`config.mk`:
```
export PLATFORM = sky130hd
export DESIGN_NAME = datamem_con_port
export DESIGN_NICKNAME = d
export VERILOG_FILES = /design/src/rtl/con_pkg.sv /design/src/rtl/con_dump_cursor.sv /design/src/rtl/datamem_con_port.sv
export SDC_FILE = /design/constraint.sdc
export NUM_CORES = 1
export LEC_CHECK = 0
export CAP_MARGIN = 20
export CORE_ASPECT_RATIO = 1.25
export CORE_MARGIN = 1
export CORE_UTILIZATION = 40
export CTS_BUF_LIST = sky130_fd_sc_hd__clkbuf_16
export DETAILED_ROUTE_END_ITERATION = 8
export GPL_TIMING_DRIVEN = 1
export PLACE_DENSITY_LB_ADDON = 0.05
export REMOVE_ABC_BUFFERS = 1
export SETUP_SLACK_MARGIN = 0.15
export SYNTH_ARGS = -nofsm -noshare
export SYNTH_HDL_FRONTEND = slang
export SYNTH_SLANG_ARGS = --single-unit
```
`constraint.sdc`:
```
create_clock -name CLK -period 4.5 [get_ports CLK]
set_clock_uncertainty 0.15 [all_clocks]
set_input_delay 0.675 -clock CLK [delete_from_list [all_inputs] [get_ports CLK]]
set_output_delay 0.675 -clock CLK [all_outputs]
set_load 0.01 [all_outputs]
```
`src/rtl/con_pkg.sv`:
```
// Shared types and default sizes for the data-memory console port.
package con_pkg;

   localparam int CON_ADDR_BITS  = 10;
   localparam int CON_WORD_WIDTH = 32;
   localparam int CON_STRB_W     = 4;

   typedef enum logic [2:0] {
      ST_IDLE,
      ST_RD_WAIT,
      ST_RSP,
      ST_DUMP_RD,
      ST_DUMP_WAIT,
      ST_DUMP_RSP
   } con_state_t;

endpackage

```
`src/rtl/con_dump_cursor.sv`:
```
// Loadable wrapping word-address counter with an inclusive end-address compare.
module con_dump_cursor #(
   parameter int ADDR_BITS = 10
) (
   input  logic                 CLK,
   input  logic                 rst,
   input  logic                 load,
   input  logic [ADDR_BITS-1:0] base,
   input  logic [ADDR_BITS-1:0] last,
   input  logic                 advance,
   output logic [ADDR_BITS-1:0] cur_next,
   output logic                 at_last
);

   logic [ADDR_BITS-1:0] cur;
   logic [ADDR_BITS-1:0] last_q;

   always_ff @(posedge CLK) begin
      if (rst) begin
         cur    <= '0;
         last_q <= '0;
      end else if (load) begin
         cur    <= base;
         last_q <= last;
      end else if (advance) begin
         cur    <= cur_next;
      end
   end

   // Natural overflow gives the modulo-2^ADDR_BITS wrap through address 0.
   assign cur_next = cur + ADDR_BITS'(1);
   assign at_last  = (cur == last_q);

endmodule

```
`src/rtl/datamem_con_port.sv`:
```
// Console debug responder for the data memory secondary port.
// Optional dump engine compiled in when CON_DUMP_EN is defined.
module datamem_con_port
   import con_pkg::*;
#(
   parameter int ADDR_BITS  = CON_ADDR_BITS,
   parameter int WORD_WIDTH = CON_WORD_WIDTH,
   parameter int RD_LATENCY = 1
) (
   input  logic                  CLK,
   input  logic                  rst,
   input  logic                  req_valid,
   output logic                  req_ready,
   input  logic [CON_STRB_W-1:0] req_we,
   input  logic [ADDR_BITS-1:0]  req_addr,
   input  logic [WORD_WIDTH-1:0] req_wdata,
   output logic                  rsp_valid,
   input  logic                  rsp_ready,
   output logic [WORD_WIDTH-1:0] rsp_data,
   output logic [ADDR_BITS-1:0]  rsp_addr,
   input  logic                  dump_start,
   input  logic [ADDR_BITS-1:0]  dump_base,
   input  logic [ADDR_BITS-1:0]  dump_last,
   output logic                  dump_done,
   output logic                  mem_en,
   output logic [CON_STRB_W-1:0] mem_we,
   output logic [ADDR_BITS-1:0]  mem_addr,
   output logic [WORD_WIDTH-1:0] mem_wdata,
   input  logic [WORD_WIDTH-1:0] mem_rdata,
   output logic                  busy
);

   localparam int               CNT_W = $clog2(RD_LATENCY + 2);
   localparam logic [CNT_W-1:0] LAT   = CNT_W'(RD_LATENCY);

   con_state_t           state, state_next;
   logic [CNT_W-1:0]     cnt;
   logic                 dump_go;
   logic                 cur_last;
   logic [ADDR_BITS-1:0] cur_next;
   logic                 take_req;
   logic                 wr_fire;
   logic                 rd_fire;
   logic                 in_wait;
   logic                 lat_done;
   logic                 dump_adv;
   logic                 dump_fin;

`ifdef CON_DUMP_EN
   assign dump_go = dump_start && (state == ST_IDLE);

   con_dump_cursor #(
      .ADDR_BITS (ADDR_BITS)
   ) u_cursor (
      .CLK      (CLK),
      .rst      (rst),
      .load     (dump_go),
      .base     (dump_base),
      .last     (dump_last),
      .advance  (dump_adv),
      .cur_next (cur_next),
      .at_last  (cur_last)
   );
`else
   logic unused_dump;
   assign unused_dump = ^{dump_start, dump_base, dump_last};
   assign dump_go     = 1'b0;
   assign cur_next    = '0;
   assign cur_last    = 1'b0;
`endif

   // A dump request in the same IDLE cycle takes priority; the request waits.
   assign req_ready = (state == ST_IDLE) && !rst && !dump_go;
   assign take_req  = req_valid && req_ready;
   assign wr_fire   = take_req && (req_we != '0);
   assign rd_fire   = take_req && (req_we == '0);

   assign in_wait   = (state == ST_RD_WAIT) || (state == ST_DUMP_WAIT);
   assign lat_done  = (cnt == LAT);
   assign dump_adv  = (state == ST_DUMP_RSP) && rsp_ready && !cur_last;
   assign dump_fin  = (state == ST_DUMP_RSP) && rsp_ready && cur_last;

   assign rsp_valid = (state == ST_RSP) || (state == ST_DUMP_RSP);
   assign busy      = (state != ST_IDLE);

   always_comb begin
      state_next = state;
      unique case (state)
         ST_IDLE: begin
            if (dump_go) begin
               state_next = ST_DUMP_RD;
            end else if (rd_fire) begin
               state_next = ST_RD_WAIT;
            end
         end
         ST_RD_WAIT: begin
            if (lat_done) state_next = ST_RSP;
         end
         ST_RSP: begin
            if (rsp_ready) state_next = ST_IDLE;
         end
         ST_DUMP_RD: begin
            state_next = ST_DUMP_WAIT;
         end
         ST_DUMP_WAIT: begin
            if (lat_done) state_next = ST_DUMP_RSP;
         end
         ST_DUMP_RSP: begin
            if (rsp_ready) state_next = cur_last ? ST_IDLE : ST_DUMP_RD;
         end
         default: state_next = ST_IDLE;
      endcase
   end

   always_ff @(posedge CLK) begin
      if (rst) begin
         state     <= ST_IDLE;
         cnt       <= '0;
         mem_en    <= 1'b0;
         mem_we    <= '0;
         mem_addr  <= '0;
         mem_wdata <= '0;
         rsp_data  <= '0;
         rsp_addr  <= '0;
         dump_done <= 1'b0;
      end else begin
         state     <= state_next;
         mem_en    <= 1'b0;
         mem_we    <= '0;
         dump_done <= dump_fin;

         // The enable cycle is the one right after the issuing edge.
         if (wr_fire) begin
            mem_en    <= 1'b1;
            mem_we    <= req_we;
            mem_addr  <= req_addr;
            mem_wdata <= req_wdata;
         end else if (rd_fire) begin
            mem_en    <= 1'b1;
            mem_addr  <= req_addr;
         end else if (dump_go) begin
            mem_en    <= 1'b1;
            mem_addr  <= dump_base;
         end else if (dump_adv) begin
            mem_en    <= 1'b1;
            mem_addr  <= cur_next;
         end

         // DUMP_RD stands in for the first wait cycle of a single read.
         if ((in_wait && !lat_done) || (state == ST_DUMP_RD)) begin
            cnt <= cnt + CNT_W'(1);
         end else begin
            cnt <= '0;
         end

         if (in_wait && lat_done) begin
            rsp_data <= mem_rdata;
            rsp_addr <= mem_addr;
         end
      end
   end

endmodule

```
==> metrics.yaml, run 1 <==
worst_setup_path:
  path_cells: "or4_4, clkinv_8, clkdlybuf4s50_1"
  crit_fanout: 37
  startpoint: "state[0]$_SDFFE_PP0P_"
  max_stage_delay_ns: 0.77
  r2r_start: "state[0]$_SDFFE_PP0P_"
  reg2reg_depth: 3
  required_ns: 3.67
  slowest_stage: "dfxtp_1"
  worstSetupPathType: "register to output port"
  start_kind: "register"
  cp-end-kind: "output port"
  cp_data_arrival_time_ns: 2.66
hold_path:
  min_from: "cnt[0]$_SDFF_PP0_"
  hp-class: "register to register"
  hold_depth: 1
job:
  drv_cap: 0
placed_design:
  portBuffers: 173
  placed_cell_area_um2: 5720
  gp_congestion: 0.710
  dp_hpwl_um: 6890
routing:
  wl_per_cell_um: 15.9
  drtIter0Drc: 187
  ant_nets: 0
  vias: 3838
  firstDrtPassIters: 4
  drc_errors: 0
  wl_um: 11200
  viasPerCell: 5.44
timing:
  hold_viol: 0
  final.period_utilization: 0.774
  max_freq_mhz: 287
  timing.slew.headroom: 0.386
  rsz0062_at_grt: "no"
  min_period_ns: 3.48
  worstMarginPinSlew_ns: 0.920
  whs_ns: 0.285
  setup_violations: 0
  fin_tns_setup_ns: 0
  report.final.slew_viol_count: 0
power:
  leakagePower_nw: 1.94
  vdd_drop_max_mv: 0.210
  powerDensity_nw_per_um2: 298
global_routing:
  grt-ovfl-total: 0
  antenna_found_initial: 0
  grt_usage: 0.215
  grt_pass1_vias: 3473
  grt_max_degree: 92
  grt_pass1_wl_um: 18000
clock_network:
  numCtsBuffers: 9
  path_clk_slew_ns: 0.06
  clockBufferDepth: 2
  htreeDepth: 3
  post_cts_buffers: 0
  insertion_delay_ns: 0.34
  cts-resized-gates: 0
  clock-sinks: 94
  root_buffer: "clkbuf_16"
  cts_tree: "done"
  cts_hold_buf: 0
synthesis:
  synth-warning-count: 0
  ys_seq_elements: 94
  synth_top_area_cell: "dfxtp_1"
  avgSynthCellArea_um2: 9.17
  synth-main-ff-cell: "dfxtp_1"
  synthCells: 439
  netlist.area_leader.share: 0.467
  synth_area_leaders: "dfxtp_1 47%, a21oi_1 9.3%, o31ai_2 9.3%"
  seq_area_frac_synth: 0.467
  netlist_area_um2: 4030
  synth-edff-count: 0
  yosysUniqueCellTypes: 41
  async_flop_share: 0
final_layout:
  syn2layout_area_growth_pct: 50.0
  nNetsFinal: 682
  post-route-util: 0.622
  fillers: 839
  n_antenna_cell: 0
  drive_gt1_frac: 0.103
  final_area_um2: 6040
floorplanning:
  die_width_um: 91.8
  io_pins: 196
  dieHeight_um: 114
  row_count: 40
  initial_core_util: 0.415
  dieArea_um2: 10500
  core_um2: 9710
outcome:
  run_status: "complete, no violations"
==> layout make-up <==
cell class                      count  area [um^2]  share of cell area
Tap cell                          126          158              0.0261
Clock buffer                        9          225              0.0373
Sequential cell                    94         1880               0.312
Multi-Input combinational cell    288         1880               0.312
Clock inverter                      4         42.5             0.00704
Inverter                            3         23.8             0.00394
Timing Repair Buffer              182         1830               0.302
==> path summary, 6_finish.rpt <==
check             slack (ns)                       end
setup / recovery        1.02                 req_ready
hold / removal          0.29         cnt[0]$_SDFF_PP0_
setup reg to reg        2.15  mem_addr[6]$_SDFFE_PP0P_
hold reg to reg         0.29         cnt[0]$_SDFF_PP0_
==> stage by stage <==
stage | cells | power [W] | setup WS [ns]
floorplan | 385 | 0.000953 | 1.75
global placement | 691 | 0.00110 | 1.31
detailed placement | 691 | 0.00111 | 1.31
CTS | 704 | 0.00182 | 0.995
global route | 706 | 0.00188 | 0.875
finish | 706 | 0.00180 | 1.02
==> registers in the layout, summed over array words and instances (netlist names) <==
signal     count
cnt            2
mem_addr      10
mem_en         1
state          3
mem_we         4
rsp_addr      10
mem_wdata     32
rsp_data      32
==> where the power goes <==
group          switching (W)  internal (W)  leakage, nW
Combinational      0.0000971      0.000124         1.04
Clock               0.000294      0.000416        0.136
Sequential         0.0000145      0.000854        0.763
==> worst max-delay path: cells and delay by family (launching register included) <==
family,cells,cell delay [ns]
flops,1,0.77
simple gates,1,0.68
buf+inv,2,0.84
==> cells in the mapped netlist (3+ instances only) <==
cell,number
a21oi_1,75
a22oi_1,3
and3_1,5
buf_6,8
clkbuf_1,41
dfxtp_1,94
nand2_1,3
nand2b_1,12
nand3_1,43
nand4_1,32
nor2_1,5
nor2b_1,3
o21ai_0,43
o2bb2ai_1,10
o31ai_2,30
==> per-layer routing <==
layer | global-route usage | part of all wire | vias up
li1 | - | - | 1895
met1 | 0.282 | 0.42 | 1775
met2 | 0.327 | 0.47 | 154
met3 | 0.0784 | 0.092 | 14
met4 | 0.0760 | 0.015 | 0
met5 | 0 | 0 | -
==> cell families (layout without fill, tap and decap cells) <==
| kind of cell | count (synthesis) | after routing | synth area share |
|---|---|---|---|
| AO/OA/AOI/OAI | 167 | 167 | 0.279 |
| other | 1 | 1 | 0.000931 |
| adder cells (fa/ha/maj) | 1 | 1 | 0.00311 |
| flip-flops | 94 | 94 | 0.467 |
| multiplexers | 2 | 2 | 0.00497 |
| AND/OR/NAND/NOR | 115 | 115 | 0.167 |
| buffers and inverters | 57 | 198 | 0.0727 |
| XOR/XNOR | 2 | 2 | 0.00435 |
==> cell usage in the layout (no fill, tap or decap), types with 2 or more instances in the layout <==
cell	instances
o31ai_1	2
mux2i_1	2
a22oi_1	3
o31ai_2	30
clkdlybuf4s50_1	172
buf_4	7
o21ai_0	43
nor2b_1	2
nand4_1	32
dfxtp_1	94
nand2_1	3
nor4b_1	2
nand3_1	43
and3_1	5
nand2b_1	12
o2bb2ai_1	10
clkbuf_16	9
nor2_1	5
a21oi_1	75
inv_1	2
nor3_1	2
clkinv_1	2
(Power assumes the default switching activity.)
==> run 2: changes to the inputs <==
- CORE_UTILIZATION: 40 -> 37
- clock period: 4.5 -> 2.83 ns (I/O delays scaled with it)
==> metrics.yaml, run 2 (same netlist as run 1, synthesis figures left out) <==
worst_setup_path:
  worstSetupPathType: "register to output port"
  reg2reg_depth: 4
  r2r_start: "state[2]$_SDFFE_PP0P_"
  crit_path_end: "req_ready"
  crit_family: "buffers and inverters"
  path_cells: "or4_4, clkinv_8, clkdlybuf4s50_1"
  regToRegSetupSlack_ns: 0.79
  start_kind: "register"
  reg2reg_to: "mem_addr[1]$_SDFFE_PP0P_"
  crit_fanout: 37
  cp-end-kind: "output port"
  cp_data_arrival_time_ns: 1.96
  cp.depth: 3
  cp.buffers_inverters: 2
  required_ns: 2.26
  startpoint: "state[2]$_SDFFE_PP0P_"
  max_stage_delay_ns: 0.58
  slowest_stage: "or4_4"
floorplanning:
  row_count: 42
  initial_core_util: 0.379
  core_um2: 10600
  dieHeight_um: 119
  io_pins: 196
  die_width_um: 95.3
  dieArea_um2: 11300
timing:
  final.period_utilization: 0.896
  worstMarginPinSlew_ns: 0.967
  setup_violations: 0
  fin_tns_setup_ns: 0
  report.final.slew_viol_count: 0
  hold_viol: 0
  min_period_ns: 2.54
  rsz0062_at_grt: "no"
  timing.slew.headroom: 0.355
  max_freq_mhz: 394
hold_path:
  min_from: "cnt[0]$_SDFF_PP0_"
  hp-class: "register to register"
routing:
  drtIter0Drc: 143
  viasPerCell: 5.39
  wl_um: 11400
  wl_per_cell_um: 15.9
  firstDrtPassIters: 4
  ant_nets: 0
  drc_errors: 0
  vias: 3883
final_layout:
  layout_commonest_cell: "clkdlybuf4s50_1"
  reg_top3: "mem_wdata: 32 flops, rsp_data: 32 flops"
  n_antenna_cell: 0
  layout_common_cells: "172 x clkdlybuf4s50_1, 94 x dfxtp_1, 75 x a21oi_1, 43 x o21ai_0, 43 x nand3_1"
  nNetsFinal: 688
  drive_gt1_frac: 0.117
  syn2layout_area_growth_pct: 52.1
  post-route-util: 0.577
clock_network:
  post_cts_buffers: 0
  cts_tree: "done"
  root_buffer: "clkbuf_16"
  cts-resized-gates: 0
  numCtsBuffers: 9
  path_clk_slew_ns: 0.06
  htreeDepth: 3
  clock-sinks: 94
  clockBufferDepth: 2
  cts_hold_buf: 0
  insertion_delay_ns: 0.33
power:
  leakagePower_nw: 1.98
  powerDensity_nw_per_um2: 491
  vdd_drop_max_mv: 0.354
global_routing:
  grt_pass1_wl_um: 18200
  use_met1: 0.258
  grt_pass1_vias: 3588
  grt_max_degree: 92
  grtUsageMet3: 0.0618
  grt-ovfl-total: 0
  grt.met2_usage: 0.317
  busiest_layer: "met2"
  antenna_found_initial: 0
  grt_usage: 0.201
placed_design:
  portBuffers: 173
  gp_congestion: 0.732
  dp_hpwl_um: 7280
outcome:
  run_status: "complete, no violations"
job:
  drv_cap: 0
## run 2: power breakdown
group / switching (W) / internal (W) / leakage, nW
clock network: 0.000503 / 0.000769 / 0.154
registers: 0.0000223 / 0.00136 / 0.763
logic: 0.000156 / 0.000199 / 1.06
total: 0.000682 / 0.00232 / 1.98
## run 2: per-layer routing
layer | share of wire | wire [um]
met1 | 0.44 | 4990
met2 | 0.46 | 5290
met3 | 0.089 | 1020
met4 | 0.012 | 140
met5 | 0 | 0
## run 2: final cells by class
cell class                      instances  area, um^2
Clock inverter                          7        91.3
Fill cell                             941        4490
Clock buffer                            9         225
Inverter                                3        23.8
Sequential cell                        94        1880
Tap cell                              132         165
Timing Repair Buffer                  188        1850
Multi-Input combinational cell        288        1890
## run 2: stage by stage
| step | area [um^2] | setup slack, ns | hold WS, ns | power (W) | instances |
|---|---|---|---|---|---|
| final | 6130 | 0.294 | 0.286 | 0.00301 | 721 |
| after global routing | 6130 | 0.231 | 0.306 | 0.00312 | 721 |
| after CTS | 6130 | 0.282 | 0.288 | 0.00304 | 721 |
| after detailed placement | 5810 | 0.493 | 0.279 | 0.00176 | 705 |
| after global placement | 5810 | 0.485 | 0.268 | 0.00176 | 705 |
| after floorplan | 3760 | 0.177 | 0.255 | 0.00152 | 385 |
## run 2: worst register-to-register path, delay by kind of cell, from the launching register on
family,cells,cell delay [ns]
and+or+nand+nor,2,1.03
buffers and inverters,1,0.32
AOI/OAI and AO/OA,1,0.17
DFF,1,0.31
## run 2: worst min-delay path by stage
stage	endpoint	slack, ns	cells after the start
global route	cnt[0]$_SDFF_PP0_	0.31	1
CTS	cnt[0]$_SDFF_PP0_	0.29	1
finish	cnt[0]$_SDFF_PP0_	0.29	1
floorplan	cnt[0]$_SDFF_PP0_	0.25	1
detailed placement	cnt[0]$_SDFF_PP0_	0.28	1
global placement	cnt[0]$_SDFF_PP0_	0.27	1
